`src/rtl/hs_pkg.sv`:
```
// Shared definitions for the IDLE/START/BUSY/DONE 4-phase req/ack handshake.
// The state encoding is also used by the initiator side.
package hs_pkg;

    typedef enum logic [1:0] {
        IDLE  = 2'b00,
        START = 2'b01,
        BUSY  = 2'b10,
        DONE  = 2'b11
    } hs_state_e;

    localparam int HS_LAT_MAX = 255;
    localparam int HS_CNT_W   = 8;

endpackage

```
`src/rtl/hs_down_counter.sv`:
```
// Loadable 8-bit down counter with zero flag; holds at zero rather than wrapping.
module hs_down_counter (
    input  logic       clk,
    input  logic       rst_b,
    input  logic       load,
    input  logic       dec,
    input  logic [7:0] load_val,
    output logic [7:0] cnt,
    output logic       zero
);

    always_ff @(posedge clk or negedge rst_b) begin
        if (!rst_b) begin
            cnt <= '0;
        end else if (load) begin
            cnt <= load_val;
        end else if (dec && (cnt != 8'd0)) begin
            cnt <= cnt - 8'd1;
        end
    end

    assign zero = (cnt == 8'd0);

endmodule

```
`src/rtl/hs_responder.sv`:
```
// Responder end of the 4-phase req/ack handshake: capture, wait LAT cycles, ack with data.
// Optional parity check of the request word is enabled by defining HS_PARITY_EN.
module hs_responder
    import hs_pkg::*;
#(
    parameter int DATA_W = 8,
    parameter int LAT    = 4,
    parameter int CNT_W  = 8
) (
    input  logic              clk,
    input  logic              rst_b,
    input  logic              req_i,
    input  logic [DATA_W-1:0] req_data_i,
`ifdef HS_PARITY_EN
    input  logic              req_par_i,
`endif
    output logic              ack_o,
    output logic [DATA_W-1:0] rsp_data_o,
    output logic              rsp_err_o,
    output logic              busy_o,
    output logic [CNT_W-1:0]  txn_cnt_o,
    output hs_state_e         state_o
);

    // LAT must lie in 1..HS_LAT_MAX so LAT-1 fits the 8-bit latency counter.
    localparam logic [7:0] LAT_LOAD = 8'(LAT - 1);

    hs_state_e         state_q;
    hs_state_e         state_d;
    logic [DATA_W-1:0] data_q;
    logic              par_err_q;
    logic              par_bad;
    logic [DATA_W-1:0] rsp_sum;

    logic              capture;
    logic              abort;
    logic              finish;
    logic              complete;
    logic              cnt_load;
    logic              cnt_dec;
    logic [7:0]        lat_cnt;
    logic              lat_zero;

`ifdef HS_PARITY_EN
    assign par_bad = (^req_data_i) != req_par_i;
`else
    assign par_bad = 1'b0;
`endif

    assign rsp_sum = data_q + DATA_W'(txn_cnt_o);
    assign busy_o  = (state_q == START) || (state_q == BUSY);
    assign state_o = state_q;

    hs_down_counter u_lat_cnt (
        .clk      (clk),
        .rst_b    (rst_b),
        .load     (cnt_load),
        .dec      (cnt_dec),
        .load_val (LAT_LOAD),
        .cnt      (lat_cnt),
        .zero     (lat_zero)
    );

    // A dropped req during START/BUSY takes priority over finishing the wait.
    always_comb begin
        state_d  = state_q;
        capture  = 1'b0;
        abort    = 1'b0;
        finish   = 1'b0;
        complete = 1'b0;
        cnt_load = 1'b0;
        cnt_dec  = 1'b0;
        case (state_q)
            IDLE: begin
                if (req_i) begin
                    capture = 1'b1;
                    state_d = START;
                end
            end
            START: begin
                if (!req_i) begin
                    abort   = 1'b1;
                    state_d = IDLE;
                end else begin
                    cnt_load = 1'b1;
                    state_d  = BUSY;
                end
            end
            BUSY: begin
                if (!req_i) begin
                    abort   = 1'b1;
                    state_d = IDLE;
                end else if (lat_zero) begin
                    finish  = 1'b1;
                    state_d = DONE;
                end else begin
                    cnt_dec = (lat_cnt != 8'd0);
                end
            end
            DONE: begin
                if (!req_i) begin
                    complete = 1'b1;
                    state_d  = IDLE;
                end
            end
            default: state_d = IDLE;
        endcase
    end

    always_ff @(posedge clk or negedge rst_b) begin
        if (!rst_b) begin
            state_q    <= IDLE;
            data_q     <= '0;
            par_err_q  <= 1'b0;
            ack_o      <= 1'b0;
            rsp_data_o <= '0;
            rsp_err_o  <= 1'b0;
            txn_cnt_o  <= '0;
        end else begin
            state_q <= state_d;
            if (capture) begin
                data_q    <= req_data_i;
                par_err_q <= par_bad;
                rsp_err_o <= 1'b0;
            end
            if (abort) begin
                rsp_err_o <= 1'b1;
            end
            // A parity-failed request still completes, but with a zeroed, flagged response.
            if (finish) begin
                ack_o <= 1'b1;
                if (par_err_q) begin
                    rsp_data_o <= '0;
                    rsp_err_o  <= 1'b1;
                end else begin
                    rsp_data_o <= rsp_sum;
                end
            end
            if (complete) begin
                ack_o <= 1'b0;
                if (!par_err_q) begin
                    txn_cnt_o <= txn_cnt_o + CNT_W'(1);
                end
            end
        end
    end

endmodule
```
`config.mk`:
```
export PLATFORM = sky130hd
export DESIGN_NAME = hs_responder
export DESIGN_NICKNAME = d
export VERILOG_FILES = /design/src/rtl/hs_pkg.sv /design/src/rtl/hs_down_counter.sv /design/src/rtl/hs_responder.sv
export SDC_FILE = /design/constraint.sdc
export NUM_CORES = 1
export LEC_CHECK = 0
export ABC_CLOCK_PERIOD_IN_PS = 7700
export BUFFER_PORTS_ARGS = -buffer_cell sky130_fd_sc_hd__buf_2
export CAP_MARGIN = 0
export CORE_AREA = 4 4 90 92
export CTS_CLUSTER_DIAMETER = 30
export DETAILED_ROUTE_END_ITERATION = 10
export DIE_AREA = 0 0 94 96
export PLACE_DENSITY = 0.44
export SLEW_MARGIN = 20
export SYNTH_ARGS = -nofsm -noshare
export SYNTH_HDL_FRONTEND = slang
export SYNTH_HIERARCHICAL = 1
export SYNTH_SLANG_ARGS = --single-unit
```
`constraint.sdc`:
```
create_clock -name clk -period 7.7 [get_ports clk]
set_input_delay 2.31 -clock clk [delete_from_list [all_inputs] [get_ports clk]]
set_output_delay 2.31 -clock clk [all_outputs]
set_load 0.05 [all_outputs]
```
==> results_dict.tcl, run 1 <==
set metrics [dict create \
    status "completed" \
    gr-total-overflow 0 \
    setup_slack_ps 3574 \
    crit_path_end_kind "flop" \
    cts_tree "built" \
    gp_congestion 0.7714 \
    via_per_inst 4.723 \
    coreArea_um2 7214 \
    chipWidth_um 94 \
    power_density_nw_per_um2 397.5 \
    combPwrFrac_pct 50.3 \
    r2r_cells 7 \
    synth-compound-area-share_pct 14.09 \
    synth_ff_type "dfrtp_1" \
    wl_per_cell_um 13.38 \
    synth_cell_type_count 52 \
    fp.dieH_um 96 \
    seqPwrFrac_pct 32.9 \
    synth-adder-area-share_pct 9.668 \
    ys_ff_latch 36 \
    rr_startpoint "u_lat_cnt/cnt[0]$_DFFE_PN0P_" \
    synth_edf_count 0 \
    hold_violations 0 \
    p_leak_nw 1.172 \
    post-route-util_pct 34.95 \
    ir_drop_v 0.0001627 \
    drt_iter0_markers 32 \
    cp-endpoint "u_lat_cnt/cnt[5]$_DFFE_PN0P_" \
    synthArstFlopShare_pct 100.0 \
    max_slew_margin_pct 38.92 \
    period_share_pct 53.58 \
    cp.required_ps 7880 \
    clk_path_buf_depth 2 \
    critPathKind "in2reg" \
    syn_inst 215 \
    path_max_fanout 10 \
    grt_max_degree 37 \
    via_count 1653 \
    finalSetupViolations 0 \
    dpl_worst_slack_ps 3291 \
    cts_hold_buffers 0 \
    syn_area_um2 2148 \
    numCtsBuffers 5 \
    dr.pass1.iters 4 \
    regToRegEndpoint "rsp_data_o[6]$_DFFE_PN0P_" \
    path_clk_slew_ps 80 \
    numPortBuffers 31 \
    ys_warn_count 6 \
    final_net_count 277 \
    worst_skew_pair.late_latency_ps 290 \
    ios 32 \
    critPathLaunch "req_i" \
    clkSinkCount 36 \
    cts_setup_buffers 0 \
    diodes 0 \
    synth_top_family_by_area "simple AND/OR/NAND/NOR gates" \
    syn_avg_cell_area_um2 9.992 \
    yosys.area_share.simple_pct 20.68 \
    synth.area.mux_share_pct 5.649 \
    finClkSkew_ps 9.700 \
    start_kind "input port" \
    cp.arrival_ps 4310 \
    start_util_pct 29.78 \
    r2r_setup_slack_ps 4520 \
    tns_ps 0 \
    seq_area_frac_synth_pct 41.93 \
    syn_to_final_growth_pct 17.36 \
    htreeDepth 2 \
    worst_pin_slew_ps 910.7 \
    min_period_ps 4126 \
    grt_pass1_wl_um 7762 \
    hold_class "reg2reg" \
    cts-root-buf "clkbuf_8" \
    grt_usage_pct 10.93 \
    rsz0062_at_grt "no" \
    power_frac_clock_pct 16.8 \
    final_cell_mix "dfrtp_1, buf_2, ha_1, nand2_1, inv_1" \
    swShare_pct 46.09 \
    dp_hpwl_um 3473 \
    drive_gt1_share_pct 20.32 \
    p_sw_uw 461.9 \
    drcViolationCount 0 \
    drtAntennaViolNets 0 \
    synth_xor_area_share_pct 3.669 \
    maxCapViolations 0 \
    p_int_uw 540.3 \
    slew_viol_final 0 \
    first_global_vias 1599 \
    post_cts_resize_count 0 \
    final_common_cell "dfrtp_1" \
    total_power_mw 1.002 \
    max_freq_mhz 242.4 \
    wl_um 4682 \
    antenna_found_initial 0 \
    rows 31 \
    die_area_um2 9024 \
]
## through the flow
stage          cell area, µm²  hold slack (ps)  cells
6_report                 2521            481.3    350
5_1_grt                  2521            497.1    350
4_1_cts                  2521            490.5    350
3_5_place_dp             2410            470.4    342
3_3_place_gp             2410            457.4    342
2_1_floorplan            2171            483.6    221
## cell families after synthesis
| kind of cell | count (synthesis) |
|---|---|
| AOI/OAI and AO/OA | 44 |
| buffers and inverters | 21 |
| other | 2 |
| xor gates and xnor gates | 9 |
| muxes | 11 |
| DFF | 36 |
| and+or+nand+nor | 76 |
| adders and majority gates | 16 |
## power by group through the flow
stage          clock (mW)  combinational, mW  sequential, mW
2_1_floorplan           0              0.315           0.408
3_3_place_gp            0              0.506           0.336
3_5_place_dp            0              0.507           0.336
4_1_cts             0.177              0.509           0.331
5_1_grt             0.183              0.559           0.343
6_report            0.168              0.504           0.330
## layout make-up
| cell class | count | area (µm²) |
|---|---|---|
| Multi-Input combinational cell | 164 | 1185 |
| Timing Repair Buffer | 31 | 155.1 |
| Sequential cell | 36 | 900.9 |
| Tap cell | 99 | 123.9 |
| Clock buffer | 5 | 68.82 |
| Fill cell | 769 | 4693 |
| Clock inverter | 3 | 42.54 |
| Inverter | 12 | 45.04 |
## sequential cells by signal (all words and copies together), names as in the netlist
name	count
data_q	8
rsp_data_o	8
txn_cnt_o	8
u_lat_cnt/cnt	8
state_o	2
ack_o	1
rsp_err_o	1
## Yosys cell counts (4+ instances only)
master	number	area, µm²
nand3_1	9	45.04
xnor2_1	5	43.79
mux2_2	9	101.4
inv_1	12	45.04
a21oi_1	6	30.03
or4_1	4	30.03
clkbuf_1	4	15.01
dfrtp_1	36	900.9
xor2_1	4	35.03
buf_2	4	20.02
o21ai_0	9	45.04
ha_1	15	187.7
a211oi_1	6	45.04
nor2_1	11	41.29
nand2_1	14	52.55
nor2b_1	7	43.79
nor3b_1	5	37.54
nand2b_1	5	31.28
nor4_1	4	25.02
## worst max-delay path, cell delays in order
cell and delay (ps):
buf_2 160, nand2_1 70, a211oi_1 760, nor4b_1 550, a211oi_1 150, nor4_1 310
## worst min-delay path by stage
stage	startpoint	end	slack, ps	cells past startpoint
after detailed placement	rsp_data_o[4]$_DFFE_PN0P_	rsp_data_o[4]$_DFFE_PN0P_	470	1
after CTS	rsp_data_o[4]$_DFFE_PN0P_	rsp_data_o[4]$_DFFE_PN0P_	490	1
after floorplan	data_q[0]$_DFFE_PN0P_	data_q[0]$_DFFE_PN0P_	480	1
after global routing	rsp_data_o[4]$_DFFE_PN0P_	rsp_data_o[4]$_DFFE_PN0P_	500	1
final	rsp_data_o[4]$_DFFE_PN0P_	rsp_data_o[4]$_DFFE_PN0P_	480	1
after global placement	rsp_data_o[4]$_DFFE_PN0P_	rsp_data_o[4]$_DFFE_PN0P_	460	1
## metal layers
metal,track usage (%),part of all wire (%),up-vias
met1,13.82,49,789
met2,18.21,46,23
met5,0,0,-
li1,-,-,836
met4,3.249,1.2,0
met3,3.049,3.8,5
(Power assumes the default switching activity.)
==> run 2, diff against run 1 <==
ABC_CLOCK_PERIOD_IN_PS = 4200   (was 7700)
clock period = 4.2 ns   (was 7.7 ns; I/O delays follow)
==> results_dict.tcl, run 2 (synthesized netlist as in run 1, its figures left out) <==
set metrics [dict create \
    die_area_um2 9024 \
    clkSinkCount 36 \
    drive_gt1_share_pct 21.26 \
    drt_iter0_markers 63 \
    cp.required_ps 2940 \
    first_global_vias 1628 \
    p_int_uw 950.2 \
    p_leak_nw 1.184 \
    diodes 0 \
    period_share_pct 63.16 \
    antenna_found_initial 0 \
    critPathKind "reg2out" \
    start_util_pct 29.78 \
    final_net_count 280 \
    syn_to_final_growth_pct 17.53 \
    power_density_nw_per_um2 711.2 \
    via_count 1662 \
    maxCapViolations 0 \
    dp_cells 345 \
    final_common_cell "dfrtp_1" \
    gp_congestion 0.7779 \
    post_cts_resize_count 0 \
    fp.dieH_um 96 \
    drcViolationCount 0 \
    rsz0062_at_grt "no" \
    dp_hpwl_um 3483 \
    gr-total-overflow 0 \
    tns_ps 0 \
    ir_drop_v 0.0003185 \
    finClkSkew_ps 6.011 \
    coreArea_um2 7214 \
    fin_cells 353 \
    crit_chain "inv_1, ha_1, buf_2" \
    crit_path_end_kind "primary output" \
    min_period_ps 2653 \
    path_clk_slew_ps 80 \
    clk_path_buf_depth 2 \
    via_per_inst 4.708 \
    dr.pass1.iters 4 \
    grt_usage_pct 11.46 \
    cts_hold_buffers 0 \
    hold_violations 0 \
    hold_class "reg2reg" \
    wl_per_cell_um 13.48 \
    drtAntennaViolNets 0 \
    cp.arrival_ps 1390 \
    seqPwrFrac_pct 33.8 \
    rows 31 \
    grt_max_degree 37 \
    power_frac_clock_pct 14.8 \
    status "completed" \
    ios 32 \
    slew_viol_final 0 \
    p_sw_uw 845.4 \
    final_cell_mix "dfrtp_1, buf_2, ha_1, nand2_1, inv_1" \
    grt_pass1_wl_um 8121 \
    numCtsBuffers 5 \
    critPathMaxStageDelay_ps 430 \
    worst_pin_slew_ps 846.2 \
    wl_um 4759 \
    max_slew_margin_pct 43.59 \
    cts-root-buf "clkbuf_8" \
    finalSetupViolations 0 \
    cts_tree "built" \
    path_max_fanout 5 \
    worst_skew_pair.late_latency_ps 290 \
    cts_setup_buffers 0 \
    start_kind "flop" \
    htreeDepth 2 \
    numPortBuffers 31 \
    critPathSlowestCell "dfrtp_1" \
    chipWidth_um 94 \
    combPwrFrac_pct 51.4 \
    max_freq_mhz 377.0 \
    swShare_pct 47.08 \
    fill_cells 765 \
]
-- run 2: changes by cell type in the layout (fill, tap and decap cells not counted) --
cell	before	now
buf_4	0	3
clkbuf_8	5	6
clkinvlp_4	1	0
bufinv_16	1	0
clkinv_2	1	2
-- run 2: final timing paths --
path / cells after the start / endpoint / from / slack (ps)
worst max register to register: 8 / rsp_data_o[6]$_DFFE_PN0P_ / u_lat_cnt/cnt[0]$_DFFE_PN0P_ / 1550
worst min register to register: 1 / rsp_data_o[4]$_DFFE_PN0P_ / rsp_data_o[4]$_DFFE_PN0P_ / 480
worst min-delay path: 1 / rsp_data_o[4]$_DFFE_PN0P_ / rsp_data_o[4]$_DFFE_PN0P_ / 480
min in group asynchronous: 1 / rsp_data_o[1]$_DFFE_PN0P_ / rst_b / 1070
worst max-delay path: 3 / busy_o / state_o[0]$_DFFE_PN0P_ / 1550
max in group asynchronous: 1 / u_lat_cnt/cnt[7]$_DFFE_PN0P_ / rst_b / 2590
-- run 2: area by class of cell --
cell class                 count  area [µm²]  share of cell area (%)
clock buffer                   6       82.58                   3.271
inverter                      12       45.04                   1.784
tap                           99       123.9                   4.906
multi-input combinational    164        1185                   46.93
sequential                    36       900.9                   35.68
clock inverter                 2       10.01                  0.3964
timing repair buffer          34       177.7                   7.037
-- run 2: metal layers --
metal  global-route usage (%)  wire length [µm]  vias up
li1                         -                 -      847
met4                    3.249                55        0
met5                        0                 0        -
met1                    14.66              2317      781
met3                    2.424               181        5
met2                    19.57              2206       29
-- run 2: power by group through the flow --
stage | logic [mW] | clock network, mW | registers [mW]
2_1_floorplan | 0.578 | 0 | 0.747
3_3_place_gp | 0.932 | 0 | 0.616
3_5_place_dp | 0.933 | 0 | 0.615
4_1_cts | 0.936 | 0.281 | 0.609
5_1_grt | 1.04 | 0.288 | 0.632
6_report | 0.923 | 0.266 | 0.607
-- run 2: critical path, delay by kind of cell, from the launching register on --
| family | cells | cell delay [ps] |
|---|---|---|
| DFF | 1 | 430 |
| buffers and inverters | 2 | 370 |
| adders and majority gates | 1 | 310 |
-- run 2: metrics by stage --
stage	total power, mW	setup slack [ps]	hold WS (ps)	instance area [µm²]	utilization [%]
2_1_floorplan	1.325	1391	483.6	2171	-
3_3_place_gp	1.548	1286	457.3	2432	33.71
3_5_place_dp	1.548	1261	462.7	2432	33.71
4_1_cts	1.825	1527	481.7	2525	35.00
5_1_grt	1.961	1385	506.2	2525	35.00
6_report	1.796	1547	478.2	2525	35.00
==> run 3, diff against run 2 <==
ABC_AREA = 1   (was not set)
ABC_CLOCK_PERIOD_IN_PS = 2710   (was 4200)
CORE_AREA = 4 4 91 93   (was 4 4 90 92)
DIE_AREA = 0 0 95 97   (was 0 0 94 96)
clock period = 2.71 ns   (was 4.2 ns; I/O delays follow)
==> results_dict.tcl, run 3 <==
set metrics [dict create \
    chipWidth_um 95 \
    worst_pin_slew_ps 833.3 \
    die_area_um2 9215 \
    seq_area_frac_synth_pct 40.91 \
    drt_iter0_markers 55 \
    p_leak_nw 1.428 \
    grt_max_degree 37 \
    dpl_worst_slack_ps 545.1 \
    r2r_cells 11 \
    final_cell_mix "nand2_1, dfrtp_1, inv_1, buf_2, nand3_1" \
    syn_inst 287 \
    timing.critical_path.buf_inv 2 \
    gr-total-overflow 0 \
    coreArea_um2 7527 \
    hold_violations 0 \
    cts-root-buf "clkbuf_8" \
    status "completed" \
    drcViolationCount 0 \
    ys_ff_latch 36 \
    grt_pass1_wl_um 8376 \
    synth_top_area_cell "dfrtp_1" \
    rows 32 \
    wl_um 4800 \
    period_share_pct 80.42 \
    ys_warn_count 6 \
    via_per_inst 4.180 \
    drtAntennaViolNets 0 \
    maxCapViolations 0 \
    rsz0062_at_grt "no" \
    cp.arrival_ps 1370 \
    synth_ff_type "dfrtp_1" \
    fp.dieH_um 97 \
    slew_viol_final 0 \
    post-route-util_pct 34.38 \
    hold_path.startpoint "rsp_data_o[5]$_DFFE_PN0P_" \
    rr_startpoint "u_lat_cnt/cnt[0]$_DFFE_PN0P_" \
    path_delay_family "flip-flops" \
    diodes 0 \
    crit_chain "inv_1, ha_1, buf_2" \
    wl_per_cell_um 11.09 \
    cts_setup_buffers 0 \
    post_cts_resize_count 0 \
    clk_path_buf_depth 2 \
    final_common_cell "nand2_1" \
    ir_drop_v 0.0007868 \
    crit_path_end_kind "primary output" \
    synth_edf_count 0 \
    syn_avg_cell_area_um2 7.673 \
    via_count 1810 \
    synth_top_area_share_pct 40.91 \
    synth_cell_type_count 31 \
    final_net_count 357 \
    max_slew_margin_pct 44.45 \
    clkSinkCount 36 \
    hold_class "reg2reg" \
    power_density_nw_per_um2 1222 \
    drive_gt1_share_pct 16.31 \
    min_to "rsp_data_o[5]$_DFFE_PN0P_" \
    setup_slack_ps 530.5 \
    cts_hold_buffers 0 \
    start_kind "flop" \
    grt_usage_pct 11.53 \
    dr.pass1.iters 4 \
    tns_ps 0 \
    finClkSkew_ps 7.086 \
    dp_hpwl_um 3674 \
    synthArstFlopShare_pct 100.0 \
    path_clk_slew_ps 80 \
    ios 32 \
    gp_congestion 0.7729 \
    yosys-top-cells-count "nand2_1, dfrtp_1, inv_1" \
    start_util_pct 29.26 \
    critPathSlowestCell "dfrtp_1" \
    regToRegEndpoint "u_lat_cnt/cnt[3]$_DFFE_PN0P_" \
    max_freq_mhz 458.8 \
    place_area_um2 2500 \
    first_global_vias 1725 \
    numPortBuffers 31 \
    worst_skew_pair.late_latency_ps 290 \
    min_period_ps 2179 \
    synthTopCellsByArea "dfrtp_1, nand2_1, ha_1, inv_1, nand3_1" \
    final_area_um2 2587 \
    cts_tree "built" \
    htreeDepth 2 \
    path_max_fanout 4 \
    critPathMaxStageDelay_ps 410 \
    r2r_setup_slack_ps 660 \
    critPathKind "reg2out" \
    numCtsBuffers 5 \
    hold-path-cell-count 2 \
    syn_area_um2 2202 \
    finalSetupViolations 0 \
    antenna_found_initial 0 \
    cp.required_ps 1900 \
    syn_to_final_growth_pct 17.50 \
    holdWs_ps 474.1 \
    synth_most_common_cell "nand2_1" \
]
==> run 3: through the flow <==
step / total power, mW / cells
after global routing: 3.505 / 433
final: 3.162 / 433
after global placement: 2.806 / 425
after detailed placement: 2.802 / 425
after CTS: 3.210 / 433
after floorplan: 2.375 / 293
==> run 3: final cells by class <==
cell class	instances	area, µm²
Multi-Input combinational cell	220	1176
Clock buffer	5	68.82
Timing Repair Buffer	32	162.7
Inverter	35	132.6
Sequential cell	36	900.9
Tap cell	102	127.6
Fill cell	853	4940
Clock inverter	3	18.77
==> run 3: cell families after synthesis <==
family                     count (synthesis)  share of synthesized area (%)
and+or+nand+nor                          165                          33.58
buffers and inverters                     37                          6.704
DFF                                       36                          40.91
AOI/OAI and AO/OA                         23                          5.852
adders and majority gates                 16                          9.432
xor gates and xnor gates                   8                          3.182
other                                      2                         0.3410
==> run 3: where the power goes <==
part	leakage (nW)	switching [mW]	internal (mW)	total (mW)
clock network	0.0479	0.209	0.179	0.389
registers	0.460	0.221	0.759	0.980
logic	0.921	1.23	0.562	1.79
==> run 3: worst register-to-register path: stages (launching register included) <==
cell and delay, ps:
dfrtp_1 380, inv_1 130, ha_1 230, nand2_1 130
nor2_1 90, nor2_1 150, a21boi_0 390, o21ai_4 150
nand2_4 130, clkinv_2 70, nand2_1 50, nand2_1 50
==> run 3: worst max-delay path by stage <==
stage,start,end,slack (ps),cells after the start
global placement,req_i,u_lat_cnt/cnt[2]$_DFFE_PN0P_,600,9
floorplan,state_o[0]$_DFFE_PN0P_,busy_o,490,2
global route,u_lat_cnt/cnt[0]$_DFFE_PN0P_,u_lat_cnt/cnt[3]$_DFFE_PN0P_,420,11
detailed placement,req_i,u_lat_cnt/cnt[4]$_DFFE_PN0P_,550,9
CTS,state_o[0]$_DFFE_PN0P_,busy_o,520,3
finish,state_o[0]$_DFFE_PN0P_,busy_o,530,3
==> run 3: routing by layer <==
layer / share of wire (%) / vias up / track usage, %
met5: 0 / - / 0
li1: - / 978 / -
met4: 1.4 / 0 / 3.663
met1: 52 / 801 / 16.96
met2: 43 / 27 / 16.32
met3: 3.9 / 4 / 2.955
